<file path="config.mk">
export PLATFORM = sky130hd
export DESIGN_NAME = mem_bus_arbiter_flat
export DESIGN_NICKNAME = d
export VERILOG_FILES = /design/src/rtl/mem_bus_arbiter_if.sv /design/src/rtl/mem_bus_arbiter.sv /design/src/flat_wrapper.sv
export SDC_FILE = /design/constraint.sdc
export NUM_CORES = 1
export LEC_CHECK = 0
export BUFFER_PORTS_ARGS = -buffer_cell sky130_fd_sc_hd__buf_2
export CAP_MARGIN = 20
export CORE_AREA = 5 5 106 108
export DETAILED_ROUTE_END_ITERATION = 6
export DIE_AREA = 0 0 111 113
export PLACE_DENSITY_LB_ADDON = 0.25
export SLEW_MARGIN = 5
export SYNTH_ARGS = -nofsm -noshare
export SYNTH_HDL_FRONTEND = slang
export SYNTH_SLANG_ARGS = --single-unit
</file>
<file path="constraint.sdc">
create_clock -name clk -period 6.85 [get_ports clk]
set_clock_uncertainty 0.05 [all_clocks]
set_input_delay 1.37 -clock clk [delete_from_list [all_inputs] [get_ports clk]]
set_output_delay 1.37 -clock clk [all_outputs]
set_load 0.005 [all_outputs]
</file>
<file path="src/rtl/mem_bus_arbiter_if.sv">
// Bus bundle for mem_bus_arbiter: fetch port, load/store port, shared memory port.
// The master modport is the arbiter's view; slave is the surrounding core/memory.
interface mem_bus_arbiter_if #(
  parameter int AW = 32,
  parameter int DW = 32
);
  logic            ibus_read;
  logic [AW-1:0]   ibus_address;
  logic            ibus_waitrequest;
  logic            ibus_readdatavalid;
  logic [DW-1:0]   ibus_readdata;

  logic            dbus_read;
  logic            dbus_write;
  logic [AW-1:0]   dbus_address;
  logic [DW-1:0]   dbus_writedata;
  logic [DW/8-1:0] dbus_byteenable;
  logic            dbus_waitrequest;
  logic            dbus_readdatavalid;
  logic [DW-1:0]   dbus_readdata;

  logic            mem_read;
  logic            mem_write;
  logic [AW-1:0]   mem_address;
  logic [DW-1:0]   mem_writedata;
  logic [DW/8-1:0] mem_byteenable;
  logic            mem_waitrequest;
  logic            mem_readdatavalid;
  logic [DW-1:0]   mem_readdata;

  logic            err_unexpected_rdv;

  modport master (
    input  ibus_read, ibus_address,
    output ibus_waitrequest, ibus_readdatavalid, ibus_readdata,
    input  dbus_read, dbus_write, dbus_address, dbus_writedata, dbus_byteenable,
    output dbus_waitrequest, dbus_readdatavalid, dbus_readdata,
    output mem_read, mem_write, mem_address, mem_writedata, mem_byteenable,
    input  mem_waitrequest, mem_readdatavalid, mem_readdata,
    output err_unexpected_rdv
  );

  modport slave (
    output ibus_read, ibus_address,
    input  ibus_waitrequest, ibus_readdatavalid, ibus_readdata,
    output dbus_read, dbus_write, dbus_address, dbus_writedata, dbus_byteenable,
    input  dbus_waitrequest, dbus_readdatavalid, dbus_readdata,
    input  mem_read, mem_write, mem_address, mem_writedata, mem_byteenable,
    output mem_waitrequest, mem_readdatavalid, mem_readdata,
    input  err_unexpected_rdv
  );
endinterface

</file>
<file path="src/rtl/mem_bus_arbiter.sv">
// Shares one Avalon-MM memory port between ibus (fetch) and dbus (load/store), routing
// in-order read returns by a requester-ID FIFO. Define ARB_ROUND_ROBIN_EN for alternating grant.
//
// state     | meaning
// ST_OPEN   | no stalled command; grant decided by arbitration this cycle
// ST_LOCKED | owner's command was stalled; grant held on owner until accepted
module mem_bus_arbiter #(
  parameter int AW              = 32,
  parameter int DW              = 32,
  parameter int MAX_OUTSTANDING = 4
) (
  input logic              clk,
  input logic              rst,
  mem_bus_arbiter_if.master bus
);
  localparam int PW = $clog2(MAX_OUTSTANDING);
  localparam int CW = PW + 1;

  typedef enum logic {ST_OPEN, ST_LOCKED} state_t;

  state_t                     r_state, w_state_next;
  logic                       r_owner, w_owner_next;
  logic [CW-1:0]              r_count;
  logic [PW-1:0]              r_wr_ptr, r_rd_ptr;
  logic [MAX_OUTSTANDING-1:0] r_id;
  logic                       r_err;
`ifdef ARB_ROUND_ROBIN_EN
  logic                       r_last_grant;
`endif

  logic            w_full, w_empty, w_i_req, w_d_req, w_i_elig, w_d_elig;
  logic            w_gnt_valid, w_gnt_id, w_mem_read, w_mem_write;
  logic            w_accept, w_push, w_pop, w_head;
  logic [AW-1:0]   w_addr;
  logic [DW-1:0]   w_wdata;
  logic [DW/8-1:0] w_be;

  // Full is judged on the registered count, so a same-cycle pop cannot admit a new read.
  assign w_full   = (r_count == CW'(MAX_OUTSTANDING));
  assign w_empty  = (r_count == '0);
  assign w_i_req  = bus.ibus_read;
  assign w_d_req  = bus.dbus_read | bus.dbus_write;
  assign w_i_elig = bus.ibus_read & ~w_full;
  assign w_d_elig = bus.dbus_write | (bus.dbus_read & ~w_full);

  always_comb begin
    w_gnt_valid = 1'b0;
    w_gnt_id    = 1'b0;
    if (r_state == ST_LOCKED && (r_owner ? w_d_req : w_i_req)) begin
      w_gnt_valid = 1'b1;
      w_gnt_id    = r_owner;
    end else if (w_i_elig && w_d_elig) begin
      w_gnt_valid = 1'b1;
`ifdef ARB_ROUND_ROBIN_EN
      w_gnt_id    = ~r_last_grant;
`else
      w_gnt_id    = 1'b1;
`endif
    end else if (w_d_elig) begin
      w_gnt_valid = 1'b1;
      w_gnt_id    = 1'b1;
    end else if (w_i_elig) begin
      w_gnt_valid = 1'b1;
      w_gnt_id    = 1'b0;
    end
  end

  always_comb begin
    w_mem_read  = 1'b0;
    w_mem_write = 1'b0;
    w_addr      = '0;
    w_wdata     = '0;
    w_be        = '0;
    if (w_gnt_valid) begin
      if (w_gnt_id) begin
        w_mem_read  = bus.dbus_read & ~w_full;
        w_mem_write = bus.dbus_write;
        w_addr      = bus.dbus_address;
        w_wdata     = bus.dbus_writedata;
        w_be        = bus.dbus_byteenable;
      end else begin
        w_mem_read  = 1'b1;
        w_addr      = bus.ibus_address;
        w_be        = '1;
      end
    end
  end

  always_comb begin
    w_state_next = ST_OPEN;
    w_owner_next = r_owner;
    if (w_gnt_valid && (w_mem_read || w_mem_write) && bus.mem_waitrequest) begin
      w_state_next = ST_LOCKED;
      w_owner_next = w_gnt_id;
    end
  end

  assign w_accept = (w_mem_read | w_mem_write) & ~bus.mem_waitrequest;
  assign w_push   = w_accept & w_mem_read;
  assign w_pop    = bus.mem_readdatavalid & ~w_empty;
  assign w_head   = r_id[r_rd_ptr];

  always_ff @(posedge clk) begin
    if (rst) begin
      r_state  <= ST_OPEN;
      r_owner  <= 1'b0;
      r_count  <= '0;
      r_wr_ptr <= '0;
      r_rd_ptr <= '0;
      r_id     <= '0;
      r_err    <= 1'b0;
`ifdef ARB_ROUND_ROBIN_EN
      r_last_grant <= 1'b1;
`endif
    end else begin
      r_state <= w_state_next;
      r_owner <= w_owner_next;
      if (w_push) begin
        r_id[r_wr_ptr] <= w_gnt_id;
        r_wr_ptr       <= r_wr_ptr + PW'(1);
      end
      if (w_pop) r_rd_ptr <= r_rd_ptr + PW'(1);
      r_count <= r_count + CW'(w_push) - CW'(w_pop);
      if (bus.mem_readdatavalid && w_empty) r_err <= 1'b1;
`ifdef ARB_ROUND_ROBIN_EN
      if (w_accept) r_last_grant <= w_gnt_id;
`endif
    end
  end

  assign bus.mem_read           = w_mem_read;
  assign bus.mem_write          = w_mem_write;
  assign bus.mem_address        = w_addr;
  assign bus.mem_writedata      = w_wdata;
  assign bus.mem_byteenable     = w_be;
  assign bus.ibus_waitrequest   = ~(w_gnt_valid & ~w_gnt_id) | bus.mem_waitrequest;
  assign bus.dbus_waitrequest   = ~(w_gnt_valid & w_gnt_id) | bus.mem_waitrequest;
  assign bus.ibus_readdatavalid = w_pop & ~w_head;
  assign bus.dbus_readdatavalid = w_pop & w_head;
  assign bus.ibus_readdata      = bus.mem_readdata;
  assign bus.dbus_readdata      = bus.mem_readdata;
  assign bus.err_unexpected_rdv = r_err;
endmodule

</file>
<file path="src/flat_wrapper.sv">
// flat-port wrapper written by rule: the top's interface ports become plain ports
module mem_bus_arbiter_flat 
#(
  parameter int AW              = 32,
  parameter int DW              = 32,
  parameter int MAX_OUTSTANDING = 4
)
  (clk, rst, bus_ibus_read, bus_ibus_address, bus_ibus_waitrequest, bus_ibus_readdatavalid, bus_ibus_readdata, bus_dbus_read, bus_dbus_write, bus_dbus_address, bus_dbus_writedata, bus_dbus_byteenable, bus_dbus_waitrequest, bus_dbus_readdatavalid, bus_dbus_readdata, bus_mem_read, bus_mem_write, bus_mem_address, bus_mem_writedata, bus_mem_byteenable, bus_mem_waitrequest, bus_mem_readdatavalid, bus_mem_readdata, bus_err_unexpected_rdv);
  mem_bus_arbiter_if #(.AW(AW), .DW(DW)) bus_i ();
  input logic clk;
  input logic rst;
  input wire logic [$bits(bus_i.ibus_read)-1:0] bus_ibus_read;
  input wire logic [$bits(bus_i.ibus_address)-1:0] bus_ibus_address;
  output wire logic [$bits(bus_i.ibus_waitrequest)-1:0] bus_ibus_waitrequest;
  output wire logic [$bits(bus_i.ibus_readdatavalid)-1:0] bus_ibus_readdatavalid;
  output wire logic [$bits(bus_i.ibus_readdata)-1:0] bus_ibus_readdata;
  input wire logic [$bits(bus_i.dbus_read)-1:0] bus_dbus_read;
  input wire logic [$bits(bus_i.dbus_write)-1:0] bus_dbus_write;
  input wire logic [$bits(bus_i.dbus_address)-1:0] bus_dbus_address;
  input wire logic [$bits(bus_i.dbus_writedata)-1:0] bus_dbus_writedata;
  input wire logic [$bits(bus_i.dbus_byteenable)-1:0] bus_dbus_byteenable;
  output wire logic [$bits(bus_i.dbus_waitrequest)-1:0] bus_dbus_waitrequest;
  output wire logic [$bits(bus_i.dbus_readdatavalid)-1:0] bus_dbus_readdatavalid;
  output wire logic [$bits(bus_i.dbus_readdata)-1:0] bus_dbus_readdata;
  output wire logic [$bits(bus_i.mem_read)-1:0] bus_mem_read;
  output wire logic [$bits(bus_i.mem_write)-1:0] bus_mem_write;
  output wire logic [$bits(bus_i.mem_address)-1:0] bus_mem_address;
  output wire logic [$bits(bus_i.mem_writedata)-1:0] bus_mem_writedata;
  output wire logic [$bits(bus_i.mem_byteenable)-1:0] bus_mem_byteenable;
  input wire logic [$bits(bus_i.mem_waitrequest)-1:0] bus_mem_waitrequest;
  input wire logic [$bits(bus_i.mem_readdatavalid)-1:0] bus_mem_readdatavalid;
  input wire logic [$bits(bus_i.mem_readdata)-1:0] bus_mem_readdata;
  output wire logic [$bits(bus_i.err_unexpected_rdv)-1:0] bus_err_unexpected_rdv;
  assign bus_i.ibus_read = bus_ibus_read;
  assign bus_i.ibus_address = bus_ibus_address;
  assign bus_ibus_waitrequest = bus_i.ibus_waitrequest;
  assign bus_ibus_readdatavalid = bus_i.ibus_readdatavalid;
  assign bus_ibus_readdata = bus_i.ibus_readdata;
  assign bus_i.dbus_read = bus_dbus_read;
  assign bus_i.dbus_write = bus_dbus_write;
  assign bus_i.dbus_address = bus_dbus_address;
  assign bus_i.dbus_writedata = bus_dbus_writedata;
  assign bus_i.dbus_byteenable = bus_dbus_byteenable;
  assign bus_dbus_waitrequest = bus_i.dbus_waitrequest;
  assign bus_dbus_readdatavalid = bus_i.dbus_readdatavalid;
  assign bus_dbus_readdata = bus_i.dbus_readdata;
  assign bus_mem_read = bus_i.mem_read;
  assign bus_mem_write = bus_i.mem_write;
  assign bus_mem_address = bus_i.mem_address;
  assign bus_mem_writedata = bus_i.mem_writedata;
  assign bus_mem_byteenable = bus_i.mem_byteenable;
  assign bus_i.mem_waitrequest = bus_mem_waitrequest;
  assign bus_i.mem_readdatavalid = bus_mem_readdatavalid;
  assign bus_i.mem_readdata = bus_mem_readdata;
  assign bus_err_unexpected_rdv = bus_i.err_unexpected_rdv;
  mem_bus_arbiter #(.AW(AW), .DW(DW), .MAX_OUTSTANDING(MAX_OUTSTANDING)) u_core (.clk(clk), .rst(rst), .bus(bus_i));
endmodule
</file>
**Word level (Yosys, flattened, before mapping)**

Index checks and enable logic that the tools add are counted.

- Input bits: 139
- Word-level logic and storage cells: 68
- Output and inout bits: 139
- Register bits after elaboration: 14

- Magnitude comparators: 3
- Bitwise gates (word level): 21
- Reductions and logical operators: 8
- Add/sub/neg operators: 4
- Eq/ne operators: 1
- Multiplexer cells: 24

Operators by type and width:

| cell | number |
|---|---|
| 2-to-1 mux 32 bit | 4 |
| 2-to-1 mux 1 bit | 15 |
| bitwise AND 1 bit | 9 |
| 2-to-1 mux 4 bit | 2 |
| inverter 1 bit | 7 |
| logical AND 1 bit | 6 |
| less-than comparator 2 x 3 -> 1 bit (second input constant) | 2 |
| OR 1 bit | 5 |
| adder 2 x 1 -> 2 bit (second input constant) | 2 |
| bitwise mux 4 bit | 1 |
| adder 3 x 1 -> 3 bit | 1 |
| == test 3 bit (second input constant) | 1 |
| zero test 3 bit | 1 |
| subtractor 3 x 1 -> 3 bit | 1 |
| binary-select mux 1 bit (select 2 bit) | 1 |
| demux 1 bit (select 2 bit) | 1 |
| >= comparator 2 x 1 -> 1 bit (second input constant) | 1 |
| logical OR 1 bit | 1 |

**Logic depth before layout (Yosys ltp)**

Gate-level depths: netlist of run 1.

- Depth in word-level cells: 14
- Depth in mapped cells: 11
- Mapped depth without buffers: 10

**Least setup slack after synthesis of run 1**

OpenSTA, ideal clock, no wires.

- Path type: input to output
- From: input bus_dbus_write
- To: output bus_mem_address[16]
- Data arrival time: 2.488 ns
- Path buffers: 3
- Stages on the path: 6
- Setup slack: 2.942 ns
- Data required time: 5.430 ns
- Cells stage by stage: clkbuf_1 > nor3_1 > o21a_1 > buf_2 > clkbuf_1 > a22o_1

- Word-level cells in the longest chain between the ends: 6
- Elaborated cells on any way between the ends: 13
- Classes of those cells: mux (9); bitwise (2); reduce/logical (2)

RTL lines:

| item | line | source |
|---|---|---|
| from (decl) | flat_wrapper.sv:18 | `input wire logic [$bits(bus_i.dbus_write)-1:0] bus_dbus_write;` |
| OR 1 bit, on equally long branches | mem_bus_arbiter.sv:44, mem_bus_arbiter.sv:42 |  |
| 2-to-1 mux 1 bit (tied with other cells) | mem_bus_arbiter.sv:59 | `end else if (w_d_elig) begin` |
| 2-to-1 mux 1 bit / logical AND 1 bit (equally long branches) | mem_bus_arbiter.sv:52, mem_bus_arbiter.sv:49 |  |
| 2-to-1 mux 1 bit | mem_bus_arbiter.sv:49 | `if (r_state == ST_LOCKED && (r_owner ? w_d_req : w_i_req)) begin` |
| 2-to-1 mux 32 bit | mem_bus_arbiter.sv:75 | `if (w_gnt_id) begin` |
| 2-to-1 mux 32 bit * | mem_bus_arbiter.sv:74 | `if (w_gnt_valid) begin` |
| to (decl) | flat_wrapper.sv:27 | `output wire logic [$bits(bus_i.mem_address)-1:0] bus_mem_address;` |

Every way passes the cells marked *; elsewhere a longest branch is shown, timed or not.

**Final worst setup path of run 1**

- From: input bus_dbus_write
- To: output bus_mem_address[17]

Same word-level chain as after synthesis.

==> results, run 1 <==
- The Yosys step of the flow raised 0 warnings.
- The post-synthesis sequential area ratio is 14.41%.
- The number of diodes is 0.
- In this run the critical register-to-register path is launched from u_core.r_count[1].
- Routed signal wires occupy layers up through met4.
- Measured against the total synthesized area, the mux share comes to 3.730%.
- The number of fill cells in the layout is 1,161.
- For this run, design rule violations remaining after detail routing come to 0.
- Counting the buffers created by CTS gives 3.
- The core region area is 10,140 um^2.
- The multi-input combinational cells in the finished layout cover a total of 1049 um^2.
- The final hold violation count is 0.
- The tightest min-delay check is of the flip-flop to flip-flop type.
- Of the total synthesized cell area, the portion taken by XOR and XNOR cells is 2.251%.
- The number of standard-cell rows in the floorplan is 37.
- The peak clock frequency supported by timing is 234.3 MHz.
- At the later pin of the worst-skew pair, clock insertion delay measures 0.24 ns.
- Compared with the post-synthesis result, the final layout area differs by 27.85%.
- Synthesis produced a netlist whose cell count is 238.
- Summed over all cells, the static leakage comes to 0.001409 uW.
- The final standard cell count with taps included and fillers excluded is 482.
- Entering global routing, the biggest net connects 71 pins.
- Of the available clock period, the critical path in the final layout requires 62.31%.
- The final layout contains 494 nets.
- The first-pass iteration count of the detailed router is 4.
- After synthesis, the share of flip-flops with an asynchronous set or reset is 0%.
- The worst setup path is captured at a primary output.
- The most critical setup path has its startpoint at bus_dbus_write.
- After synthesis, the cell types taking the most area are sky130_fd_sc_hd__buf_4, sky130_fd_sc_hd__a22o_1, sky130_fd_sc_hd__dfxtp_1.
- The total of flip-flops plus latches after synthesis is 14.
- The number of endpoints failing setup at the final stage is 0.
- Setup repair after global routing left no endpoint under its margin.
- The synthesized-area fraction occupied by and/or/nand/nor cells is 20.06%.
- By area, the combinational part of the netlist is dominated by buffers and inverters.
- The ratio of cells with drive above 1 in the final layout is 56.36%.
- The clock tree buffer depth is 2.
- Summing the areas of all compound-gate instances in the mapped netlist gives 22.96% of the synthesized area.
- Dividing the synthesized area by the synthesized cell count gives 8.175 um^2.
- The total global routing overflow is 0.
- The maximum VDD drop is 0.1453 mV.
- The wire length of the first global-routing pass is 11,850 um.
- Data on the critical path is required at its endpoint by 5.43 ns.
- Detailed placement finished with a half-perimeter wire length of 6881 um.
- The final routed wire length divided by cell count is 16.96 um.
- The worst-case register-to-register setup slack is 4.55 ns.
- The detailed router's first-iteration violation count is 133.
- Counting I/O delays and the setup requirement, the final critical path takes 4.268 ns.
- Once the floorplan was initialized, standard cells occupied 19.19% of the core.
- The end point of the critical path is bus_mem_address[17].
- The sum of routed wire length over all layers is 8174 um.
- The wire length on met1 is 3251 um.
- The number of setup buffers added after CTS is 0.
- The cell taking the most area after synthesis is sky130_fd_sc_hd__buf_4.
- Sorting the synthesized cells by how often they occur yields sky130_fd_sc_hd__buf_4, sky130_fd_sc_hd__and2_1, sky130_fd_sc_hd__a22o_1.
- The critical-path maximum fanout is 26.
- The share of synthesized area in the top cell type comes to 24.69%.
- Post-CTS repair changed the size of 0 cells.
- The synthesized netlist net count is 384.
- At the pin with the least slew margin, the transition time is 0.6203 ns.
- In this run the cell area of the synthesized design comes to 1946 um^2.
- The instance count after placement with tap cells included is 479.
- The worst relative slew slack is 58.65%.
- The critical path in this run is classified as input pin to primary output.
- The final weighted congestion of routability-driven global placement is 0.8328.
- For this design, the CTS-stage hold fixing added 0 buffers.
- The number of maximum-capacitance violations is 0.
- The CTS H-tree depth is 1.
- Summed over all nets, wire length on met3 after detailed routing comes to 692 um.
- The routed wire length on met2 is 4158 um.
- For this design the ratio of total power to cell area is 210.9 nW/um^2.
- The flow ran to the end, and the final reports show no timing, DRC or antenna violations.
- The number of pins exceeding their max-slew limit in the final report was 0.
- The number of clock sinks is 14.
- The die footprint is 12,540 um^2.
- TritonCTS built the clock tree.
- The synthesized netlist devotes 4.887% of its cell area to adder and majority cells.
- The total global-route track usage is 11.72%.
- The routed layout has 1,944 vias.
- The number of antenna violations at the first check in global routing is 0.
- Summing all placed instances gives a cell area of 2446 um^2.
- For the final routed database, the setup TNS stands at 0 ns.
- In this run the remaining antenna-violating nets after routing total 0.
- The sequential cells in the finished layout cover a total of 280.3 um^2.
- Yosys mapped a number of flops with a built-in enable equal to 0.
- The netlist uses 34 different library cells.
- From bottom edge to top edge, the die measures 113 um.
- The via count of the first global-routing pass is 1,952.
- The clock slew at the register clock pins of the worst setup and hold paths is 0.06 ns.
- The element type at the critical path start is an input pin.
- The dominant synthesized flop cell is sky130_fd_sc_hd__dfxtp_1.
- The I/O pin total is 278.
- After detailed routing, the number of vias per cell comes to 4.033.
- The logic depth of the worst register-to-register path is 10.
- The data arrival time of the worst path is 2.85 ns.
- Port buffering added 181 buffers.
- From left edge to right edge, the die measures 111 um.
- The terminus of the critical flop-to-flop path is u_core.r_count[2].
- The most common cell in the synthesized netlist is sky130_fd_sc_hd__buf_4.
- The final design area excluding fillers is 2487 um^2.
- The buffer type at the clock tree root is sky130_fd_sc_hd__clkbuf_8.
[logic make-up (layout without fill, tap and decap cells)]
| family | after synthesis | in the layout |
|---|---|---|
| adders and majority gates | 7 | 7 |
| AOI/OAI and AO/OA | 54 | 54 |
| buffers and inverters | 85 | 193 |
| DFF | 14 | 14 |
| muxes | 6 | 6 |
| xor gates and xnor gates | 5 | 5 |
| and+or+nand+nor | 67 | 67 |
[critical path, cell delays in order]
cell and delay [ns]:
sky130_fd_sc_hd__buf_2 0.16, sky130_fd_sc_hd__nor3_1 0.18, sky130_fd_sc_hd__o21a_1 0.43, sky130_fd_sc_hd__buf_4 0.38, sky130_fd_sc_hd__a22o_1 0.20, sky130_fd_sc_hd__buf_2 0.12
[flip-flops by register name, summed over array words and instances (netlist names)]
name                           count
u_core.r_id                        4
u_core.bus.err_unexpected_rdv      1
u_core.r_rd_ptr                    2
u_core.r_owner                     1
u_core.r_wr_ptr                    2
u_core.r_state                     1
u_core.r_count                     3
[cell type report]
type / instances / area share [%]
sequential: 14 / 11.27
multi-input combinational: 139 / 42.15
clock buffer: 3 / 1.660
inverter: 7 / 1.056
timing repair buffer: 183 / 37.02
tap: 136 / 6.841
[worst min-delay path by stage]
stage	start	end	slack, ns	cells after the start
2_1_floorplan	u_core.r_id[2]	u_core.r_id[2]	0.41	2
3_3_place_gp	u_core.bus.err_unexpected_rdv	u_core.bus.err_unexpected_rdv	0.40	2
3_5_place_dp	u_core.bus.err_unexpected_rdv	u_core.bus.err_unexpected_rdv	0.41	2
4_1_cts	u_core.bus.err_unexpected_rdv	u_core.bus.err_unexpected_rdv	0.42	2
5_1_grt	u_core.bus.err_unexpected_rdv	u_core.bus.err_unexpected_rdv	0.46	2
6_report	u_core.bus.err_unexpected_rdv	u_core.bus.err_unexpected_rdv	0.42	2
[cells in the final DEF (no fill, tap or decap), types with 3 or more instances in the layout]
master / n
sky130_fd_sc_hd__a21o_1: 4
sky130_fd_sc_hd__a21oi_1: 3
sky130_fd_sc_hd__a22o_1: 32
sky130_fd_sc_hd__and2_1: 33
sky130_fd_sc_hd__buf_2: 181
sky130_fd_sc_hd__clkbuf_8: 3
sky130_fd_sc_hd__dfxtp_1: 14
sky130_fd_sc_hd__ha_1: 6
sky130_fd_sc_hd__inv_1: 7
sky130_fd_sc_hd__mux2i_1: 5
sky130_fd_sc_hd__nand2_1: 7
sky130_fd_sc_hd__nor2_1: 14
sky130_fd_sc_hd__nor2b_1: 4
sky130_fd_sc_hd__o21ai_0: 4
sky130_fd_sc_hd__o21ai_1: 4
sky130_fd_sc_hd__xnor2_1: 3
[through the flow]
step / power (uW) / hold WS [ns] / util (%) / setup WS (ns)
6_report: 524.5 / 0.4162 / 24.53 / 2.582
5_1_grt: 575.3 / 0.4582 / 24.53 / 2.449
4_1_cts: 535.6 / 0.4224 / 24.53 / 2.562
3_5_place_dp: 462.8 / 0.4069 / 24.13 / 2.583
3_3_place_gp: 459.1 / 0.3991 / 24.13 / 2.598
2_1_floorplan: 365.7 / 0.4082 / - / 2.942
[power breakdown]
group / internal, uW / switching (uW) / leakage (uW)
clock: 38.8 / 27.0 / 0.0000216
sequential: 101 / 21.9 / 0.000115
combinational: 171 / 165 / 0.00127
[routing by layer]
metal	global-route usage, %	up-vias
met5	0.3922	-
met3	3.743	7
met2	21.04	122
met1	13.71	858
li1	-	957
met4	2.381	0
Note: power is estimated with default switching activity, not from simulation.
==> inputs of run 2 (changes only) <==
--- a/config.mk
+++ b/config.mk
@@ -5,11 +5,12 @@
 export SDC_FILE = /design/constraint.sdc
 export NUM_CORES = 1
 export LEC_CHECK = 0
+export ABC_AREA = 1
 export BUFFER_PORTS_ARGS = -buffer_cell sky130_fd_sc_hd__buf_2
 export CAP_MARGIN = 20
-export CORE_AREA = 5 5 106 108
+export CORE_AREA = 5 5 104 106
 export DETAILED_ROUTE_END_ITERATION = 6
-export DIE_AREA = 0 0 111 113
+export DIE_AREA = 0 0 109 111
 export PLACE_DENSITY_LB_ADDON = 0.25
 export SLEW_MARGIN = 5
 export SYNTH_ARGS = -nofsm -noshare
==> constraint.sdc (replaced) <==
create_clock -name clk -period 3.5 [get_ports clk]
set_clock_uncertainty 0.05 [all_clocks]
set_input_delay 0.7 -clock clk [delete_from_list [all_inputs] [get_ports clk]]
set_output_delay 0.7 -clock clk [all_outputs]
set_load 0.005 [all_outputs]
==> run 2 against run 1 <==
  * Die area fell by 3.5%
  * Worst setup slack got worse by 2.0 ns
  * Critical path type unchanged
  * Synthesized cell count rose by 28%
  * First-iteration DRC count fell by 39%
  * Via count rose by 12%
  * Critical endpoint is now bus_mem_address[22]
  * Clock-buffer cell count rose by 1
  * Power rose by 110%
  * Critical path depth rose by 4
  * Core utilization rose by 1.9 points
  * Non-clock buffer count did not move
==> results, run 2 <==
- The power density over the cells came to 428.4 nW/um^2 (+100%).
- The final design area excluding fillers was 2559 um^2 (+2.9%).
- The number of diodes was 0 (unchanged).
- Setup repair after global routing left no endpoint under its margin.
- The pin count of the biggest net entering global routing came to 35 (-51%).
- The count of cell types in the netlist is 24 (-29%).
- The cell taking the most area after synthesis is sky130_fd_sc_hd__buf_4.
- The number of setup buffers added after CTS is 0 (unchanged).
- The number of endpoints failing setup at the final stage is 0 (unchanged).
- The switching fraction of total power is 43.42% (+2.7 points).
- The via count of the first global-routing pass is 2,090 (+7.1%).
- The maximum VDD drop is 0.1898 mV (+31%).
- Leaving out fill and tap cells, the most frequent cell in the layout is sky130_fd_sc_hd__buf_2.
- The netlist area before placement is 1977 um^2 (+1.6%).
- The number of pins exceeding their max-slew limit in the final report is 0 (unchanged).
- The die footprint is 12,100 um^2 (-3.5%).
- Counting I/O delays and the setup requirement, the final critical path takes 2.928 ns.
- The detailed router's first-iteration violation count came to 81 (-39%).
- The total of flip-flops plus latches after synthesis came to 14 (unchanged).
- The post-detailed-placement half-perimeter wirelength came to 6065 um (-12%).
- The number of standard-cell rows in the floorplan is 36 (-2.7%).
- The final weighted congestion of routability-driven global placement was 0.7716 (-7.3%).
- The final routed wire length divided by cell count is 12.69 um (-25%).
- The number of nets in the layout is 564 (+14%).
- The insertion delay of the later-clocked pin in the worst-skew pair is 0.25 ns (about the same).
- The signed area change from the synthesized netlist to the final layout is 29.43%.
- The number of resized instances in the post-cts repair step is 0 (unchanged).
- The register name with the most flops is u_core.r_id.
- The switching power total is 475.9 uW (+120%).
- The CTS tree is yes.
- The sequential power share is 20.8% (-2.7 points).
- The clock power share is 14.6% (+2.1 points).
- The cell area after placement is 2504 um^2 (+2.4%).
- The flow ran to the end, and the final reports show no timing, DRC or antenna violations.
- The vertical extent of the die is 111 um (-1.8%).
- The commonest cells after synthesis are sky130_fd_sc_hd__buf_4, sky130_fd_sc_hd__inv_1, sky130_fd_sc_hd__nor2_1.
- The first-pass iteration count of the detailed router is 4 (unchanged).
- The I/O pin total is 278 (unchanged).
- The worst setup path is captured at a primary output.
- The number of maximum-capacitance violations is 0 (unchanged).
- The required arrival time at the worst endpoint is 2.75 ns (-2.68 ns).
- The clock slew at the register clock pins of the worst setup and hold paths came to 0.06 ns (about the same).
- The remaining number of nets flagged by the antenna check after routing is 0 (unchanged).
- The share of flip-flops with an asynchronous set or reset is 0% (unchanged).
- The sum of routed wire length over all layers is 6981 um (-15%).
- The post-route fraction of the period consumed by the critical path is 83.65%.
- The critical-path maximum fanout is 33 (+27%).
- The number of instances in the synthesized netlist was 304 (+28%).
- The standby leakage power is 0.001606 uW (+14%).
- The combinational power share is 64.6% (+0.7 points).
- The actual slew at the worst max-slew pin is 0.5904 ns (-0.02985 ns).
- The post-synthesis sequential area ratio came to 14.18% (-0.23 points).
- The peak clock frequency supported by timing is 341.6 MHz.
- The total global routing overflow is 0 (unchanged).
- The dominant synthesized flop cell is sky130_fd_sc_hd__dfxtp_1.
- The element type at the critical path start is an input pin.
- The clock tree buffer depth came to 2 (unchanged).
- The largest registers in the layout are u_core.r_id: 4 flops, u_core.r_count: 3 flops.
- The wire length of the first global-routing pass is 10,170 um (-14%).
- The die span in x is 109 um (-1.8%).
- The total CTS buffers came to 3 (unchanged).
- The total negative setup slack was 0 ns (unchanged).
- The classification of the worst-slack hold path is flip-flop to flip-flop.
- In this run the clock root is driven by a sky130_fd_sc_hd__clkbuf_8.
- The number of port buffers is 181 (unchanged).
- The initial core utilization was 20.41% (+1.2 points).
- The number of warnings printed during yosys synthesis is 0 (unchanged).
- The most used standard cell by instance count after synthesis is sky130_fd_sc_hd__buf_4.
- Sorting the synthesized cells by area gives the leading types as sky130_fd_sc_hd__buf_4, sky130_fd_sc_hd__a22o_1, sky130_fd_sc_hd__dfxtp_1.
- The post-cts hold buffer count came to 0 (unchanged).
- The via-per-instance ratio was 3.945 (-2.2%).
- The critical path class is input pin to primary output.
- The number of antenna violations at the first check in global routing was 0 (unchanged).
- The internal power of the cells is 620.2 uW (+99%).
- The synthesized netlist net count came to 450 (+17%).
- The worst relative slew slack is 60.58% (+1.9 points).
- The flip-flop count of the largest register after layout is 4 (unchanged).
- The average instance area after synthesis is 6.503 um^2 (-20%).
- The core region area is 9684 um^2 (-4.5%).
- The count of flip-flops with a built-in enable after synthesis is 0 (unchanged).
- In the layout the commonest cells are sky130_fd_sc_hd__buf_2, sky130_fd_sc_hd__inv_1, sky130_fd_sc_hd__nor2_1.
- The total global-route track usage is 10.34% (-1.4 points).
- The fraction of synthesized cell area taken by the top area cell type is 24.68% (about the same).
- The total via count after detailed routing was 2,170 (+12%).
- The data arrival time of the worst path came to 2.18 ns (-0.67 ns).
- The ratio of cells with drive above 1 in the final layout came to 47.48% (-8.9 points).
- The CTS H-tree depth is 1 (unchanged).
- The final hold violation count was 0 (unchanged).
- The final routed DRC violation total is 0 (unchanged).
- The number of clock sinks is 14 (unchanged).
-- run 2: changes by cell type after synthesis, moves of 5 or more --
cell | before | now
sky130_fd_sc_hd__nor2_1 | 14 | 56
sky130_fd_sc_hd__nand2_1 | 7 | 36
sky130_fd_sc_hd__mux2i_1 | 5 | 0
sky130_fd_sc_hd__inv_1 | 7 | 57
sky130_fd_sc_hd__and2_1 | 33 | 0
-- run 2: logic make-up (layout without fill, tap and decap cells) --
group / count (synthesis) / count (layout) / synth area share (%)
AOI/OAI and AO/OA: 40 / 40 / 16.39
xor gates and xnor gates: 1 / 1 / 0.4431
adders and majority gates: 7 / 7 / 4.810
buffers and inverters: 134 / 247 / 39.75
DFF: 14 / 14 / 14.18
and+or+nand+nor: 108 / 108 / 24.43
-- run 2: path summary, 6_finish.rpt --
check,start,endpoint,slack [ns],depth (start not counted)
max reg2reg,u_core.r_count[1],u_core.r_count[1],1.28,12
min,u_core.bus.err_unexpected_rdv,u_core.bus.err_unexpected_rdv,0.40,2
max,bus_dbus_read,bus_mem_address[22],0.57,10
min reg2reg,u_core.bus.err_unexpected_rdv,u_core.bus.err_unexpected_rdv,0.40,2
-- run 2: metrics by stage --
step | cells | hold WS [ns] | util (%) | total power (uW) | setup slack, ns
global route | 550 | 0.4281 | 26.42 | 1212 | 0.4229
CTS | 550 | 0.4014 | 26.42 | 1116 | 0.5438
floorplan | 304 | 0.3905 | - | 733.4 | 1.088
global placement | 546 | 0.3851 | 25.85 | 943.6 | 0.5456
detailed placement | 546 | 0.3919 | 25.85 | 950.9 | 0.5465
finish | 550 | 0.3962 | 26.42 | 1096 | 0.5722
-- run 2: critical path: stages --
cell and delay (ns):
sky130_fd_sc_hd__buf_2 0.12, sky130_fd_sc_hd__nor2_1 0.10, sky130_fd_sc_hd__nand2_1 0.06, sky130_fd_sc_hd__nand2_2 0.13
sky130_fd_sc_hd__nand3_4 0.09, sky130_fd_sc_hd__nand2_4 0.09, sky130_fd_sc_hd__nand2_4 0.07, sky130_fd_sc_hd__inv_2 0.41
sky130_fd_sc_hd__a22o_1 0.26, sky130_fd_sc_hd__buf_2 0.13
-- run 2: cell type report --
cell class,count,area [um^2]
timing repair buffer,183,920.9
sequential,14,280.3
multi-input combinational,156,910.9
tap,133,166.4
clock buffer,4,55.05
fill,1069,7126
inverter,60,225.2
-- run 2: metal layers --
metal	part of all wire [%]	track usage (%)
met5	0	0
met4	1.2	2.694
met3	11	2.970
met2	51	18.96
met1	37	11.40
-- run 2: power by group through the flow --
stage / clock network, uW / registers (uW) / logic [uW]
final: 160 / 228 / 708
after global routing: 174 / 234 / 804
after CTS: 165 / 229 / 722
after detailed placement: 0 / 232 / 719
after global placement: 0 / 231 / 713
after floorplan: 0 / 227 / 506
==> inputs of run 3 (changes only) <==
--- a/config.mk
+++ b/config.mk
@@ -5,12 +5,12 @@
 export SDC_FILE = /design/constraint.sdc
 export NUM_CORES = 1
 export LEC_CHECK = 0
-export ABC_AREA = 1
+export ABC_AREA = 0
 export BUFFER_PORTS_ARGS = -buffer_cell sky130_fd_sc_hd__buf_2
 export CAP_MARGIN = 20
-export CORE_AREA = 5 5 104 106
+export CORE_AREA = 5 5 106 108
 export DETAILED_ROUTE_END_ITERATION = 6
-export DIE_AREA = 0 0 109 111
+export DIE_AREA = 0 0 111 113
 export PLACE_DENSITY_LB_ADDON = 0.25
 export SLEW_MARGIN = 5
 export SYNTH_ARGS = -nofsm -noshare
==> constraint.sdc (replaced) <==
create_clock -name clk -period 3 [get_ports clk]
set_clock_uncertainty 0.05 [all_clocks]
set_input_delay 0.6 -clock clk [delete_from_list [all_inputs] [get_ports clk]]
set_output_delay 0.6 -clock clk [all_outputs]
set_load 0.005 [all_outputs]
==> run 3 against run 2 <==
  * First-iteration DRC count increased by 49%
  * Clock-buffer cell count unchanged
  * Critical path depth decreased by 4
  * Sequential share of layout area increased by 0.16 points
  * Worst setup slack got worse by 0.22 ns
  * Core utilization decreased by 1.6 points
  * Highest routed layer unchanged
  * Global-route usage increased by 0.79 points
  * Critical path type is now flip-flop to primary output
==> results, run 3 (synthesis gave the netlist of run 1 again) <==
- The total negative setup slack was 0 ns (unchanged).
- The critical path class is flip-flop to primary output.
- The clock period could shrink to 2.648 ns.
- The final hold violation count is 0 (unchanged).
- The internal power of the cells came to 746.3 uW (+20%).
- The via-per-instance ratio is 4.095 (+3.8%).
- The startpoint identified for the worst hold timing path is u_core.bus.err_unexpected_rdv.
- The register name with the most flops is u_core.r_id.
- For hold timing, the worst endpoint is u_core.bus.err_unexpected_rdv.
- The register area is 280.3 um^2 (unchanged).
- The insertion delay of the later-clocked pin in the worst-skew pair is 0.24 ns (about the same).
- The via count of the first global-routing pass is 1,939 (-7.2%).
- The first-pass iteration count of the detailed router came to 4 (unchanged).
- The maximum VDD drop came to 0.3801 mV (+100%).
- Setup repair after global routing left no endpoint under its margin.
- The number of pins exceeding their max-slew limit in the final report came to 0 (unchanged).
- The post-cts hold buffer count came to 0 (unchanged).
- The final routed DRC violation total is 0 (unchanged).
- The wire length of the first global-routing pass is 11,250 um (+11%).
- The final weighted congestion of routability-driven global placement came to 0.7869 (+2.0%).
- The remaining number of nets flagged by the antenna check after routing is 0 (unchanged).
- The final design area excluding fillers came to 2521 um^2 (-1.5%).
- The switching fraction of total power is 39.38% (-4.0 points).
- TritonCTS built the clock tree.
- The sum of routed wire length over all layers was 7950 um (+14%).
- The post-route fraction of the period consumed by the critical path is 88.25%.
- The peak clock frequency supported by timing is 377.7 MHz.
- The top cell types in the final layout, fill and taps aside, are sky130_fd_sc_hd__buf_2, sky130_fd_sc_hd__and2_1, sky130_fd_sc_hd__a22o_1.
- The terminus of the critical flop-to-flop path is u_core.r_count[2].
- The final standard cell count with taps included and fillers excluded is 484 (-12%).
- The kind of end point of the critical path is a primary output.
- The actual slew at the worst max-slew pin is 0.3282 ns (-0.2622 ns).
- The total CTS buffers is 3 (unchanged).
- The critical-path maximum fanout is 70 (+110%).
- The total via count after detailed routing came to 1,982 (-8.7%).
- The flip-flop count of the largest register after layout was 4 (unchanged).
- The worst-case register-to-register setup slack is 0.71 ns (-0.57 ns).
- The total global-route track usage is 11.13% (+0.79 points).
- The startpoint identified for the worst register-to-register timing path is u_core.r_count[1].
- The power density over the cells was 488.3 nW/um^2 (+14%).
- In the final layout, the registers with the most flip-flops are u_core.r_id: 4 flops, u_core.r_count: 3 flops.
- The area growth from synthesis to layout is 29.58%.
- The standby leakage power came to 0.001426 uW (-11%).
- The worst setup path is launched from a flip-flop.
- The instance count after placement with tap cells included is 480 (-12%).
- The pin count of the biggest net entering global routing came to 71 (+100%).
- The I/O pin total is 278 (unchanged).
- The CTS H-tree depth was 1 (unchanged).
- The data arrival time of the worst path is 2.00 ns (-0.18 ns).
- The number of nets in the layout came to 495 (-12%).
- The logic depth of the worst register-to-register path came to 10 (-2).
- The required arrival time at the worst endpoint is 2.35 ns (-0.40 ns).
- The ratio of cells with drive above 1 in the final layout is 56.61% (+9.1 points).
- The initial core utilization was 19.19% (-1.2 points).
- The vertical extent of the die was 113 um (+1.8%).
- The clock tree buffer depth is 2 (unchanged).
- The number of endpoints failing setup at the final stage is 0 (unchanged).
- The die span in x is 111 um (+1.8%).
- The combinational power share is 62.6% (-2.0 points).
- Leaving out fill and tap cells, the most frequent cell in the layout is sky130_fd_sc_hd__buf_2.
- The area taken by multi-input logic gates is 1049 um^2 (+15%).
- The cell area after placement is 2466 um^2 (-1.5%).
- The number of resized instances in the post-cts repair step is 0 (unchanged).
- The number of clock sinks is 14 (unchanged).
- The die footprint is 12,540 um^2 (+3.7%).
- The buffer type at the clock tree root is sky130_fd_sc_hd__clkbuf_8.
- The number of port buffers came to 181 (unchanged).
- The worst relative slew slack is 78.07% (+17 points).
- The number of fill cells in the layout was 1,125 (+5.2%).
- The number of maximum-capacitance violations came to 0 (unchanged).
- The number of antenna violations at the first check in global routing came to 0 (unchanged).
- The number of diodes was 0 (unchanged).
- The sequential power share came to 22.9% (+2.1 points).
- The core region area is 10,140 um^2 (+4.7%).
- The post-detailed-placement half-perimeter wirelength is 6804 um (+12%).
- The number of standard-cell rows in the floorplan is 37 (+2.8%).
- The total global routing overflow is 0 (unchanged).
- The clock slew at the register clock pins of the worst setup and hold paths came to 0.06 ns (about the same).
- The clock power share came to 14.5% (about the same).
- The number of setup buffers added after CTS is 0 (unchanged).
- The flow ran to the end, and the final reports show no timing, DRC or antenna violations.
- The detailed router's first-iteration violation count was 121 (+49%).
- The classification of the worst-slack hold path is flip-flop to flip-flop.
- The count of cells along the worst hold path was 2 (unchanged).
- The switching power total was 484.9 uW (+1.9%).
- The final routed wire length divided by cell count came to 16.43 um (+29%).
-- run 3: cell count changes in the layout (fill, tap and decap cells not counted), sizes merged, moves of 33 or more --
cell	before	now
and2	0	33
inv	59	7
nand2	41	7
nor2	58	15
-- run 3: final cells by class --
class	count	area share [%]
well taps	136	6.749
multi-input cells	139	41.59
flip-flops and latches	14	11.12
inverters	7	1.042
repair buffers	184	37.32
clock buffers	4	2.184
-- run 3: stage by stage --
stage	worst slack (ns)	hold slack (ns)	utilization (%)	power, uW
floorplan	0.6318	0.4082	-	835.0
global placement	0.5789	0.4055	24.32	1074
detailed placement	0.5592	0.4162	24.32	1070
CTS	0.3367	0.4306	24.87	1259
global route	0.2347	0.4563	24.87	1344
finish	0.3524	0.4212	24.87	1231
-- run 3: how the worst max path moves through the flow --
stage | from | endpoint | slack (ns) | cells past startpoint
global placement | bus_dbus_write | bus_mem_address[16] | 0.58 | 6
finish | u_core.r_count[2] | bus_mem_address[16] | 0.35 | 6
floorplan | bus_dbus_write | bus_mem_address[16] | 0.63 | 6
detailed placement | bus_dbus_write | bus_mem_address[16] | 0.56 | 6
global route | u_core.r_count[2] | bus_mem_address[16] | 0.23 | 6
CTS | u_core.r_count[1] | bus_mem_address[16] | 0.34 | 6
-- run 3: power by group through the flow --
stage / clock [uW] / sequential (uW) / combinational, uW
3_3_place_gp: 0 / 285 / 789
4_1_cts: 184 / 283 / 793
6_report: 179 / 282 / 771
2_1_floorplan: 0 / 275 / 560
5_1_grt: 192 / 291 / 861
3_5_place_dp: 0 / 287 / 783
-- run 3: worst max-delay path: stages (launching register included) --
cell and delay [ns]:
sky130_fd_sc_hd__dfxtp_1 0.38, sky130_fd_sc_hd__or3b_4 0.44, sky130_fd_sc_hd__a211oi_4 0.27, sky130_fd_sc_hd__a211oi_4 0.08
sky130_fd_sc_hd__buf_12 0.20, sky130_fd_sc_hd__a22o_1 0.23, sky130_fd_sc_hd__buf_2 0.14
-- run 3: metal layers --
metal / track usage, % / up-vias / wire length, um / part of all wire [%]
met5: 0.3922 / - / 0 / 0
met4: 2.135 / 0 / 72 / 0.91
met3: 4.064 / 7 / 721 / 9.1
met2: 20.27 / 124 / 4074 / 51
met1: 12.54 / 894 / 3082 / 39
li1: - / 957 / - / -
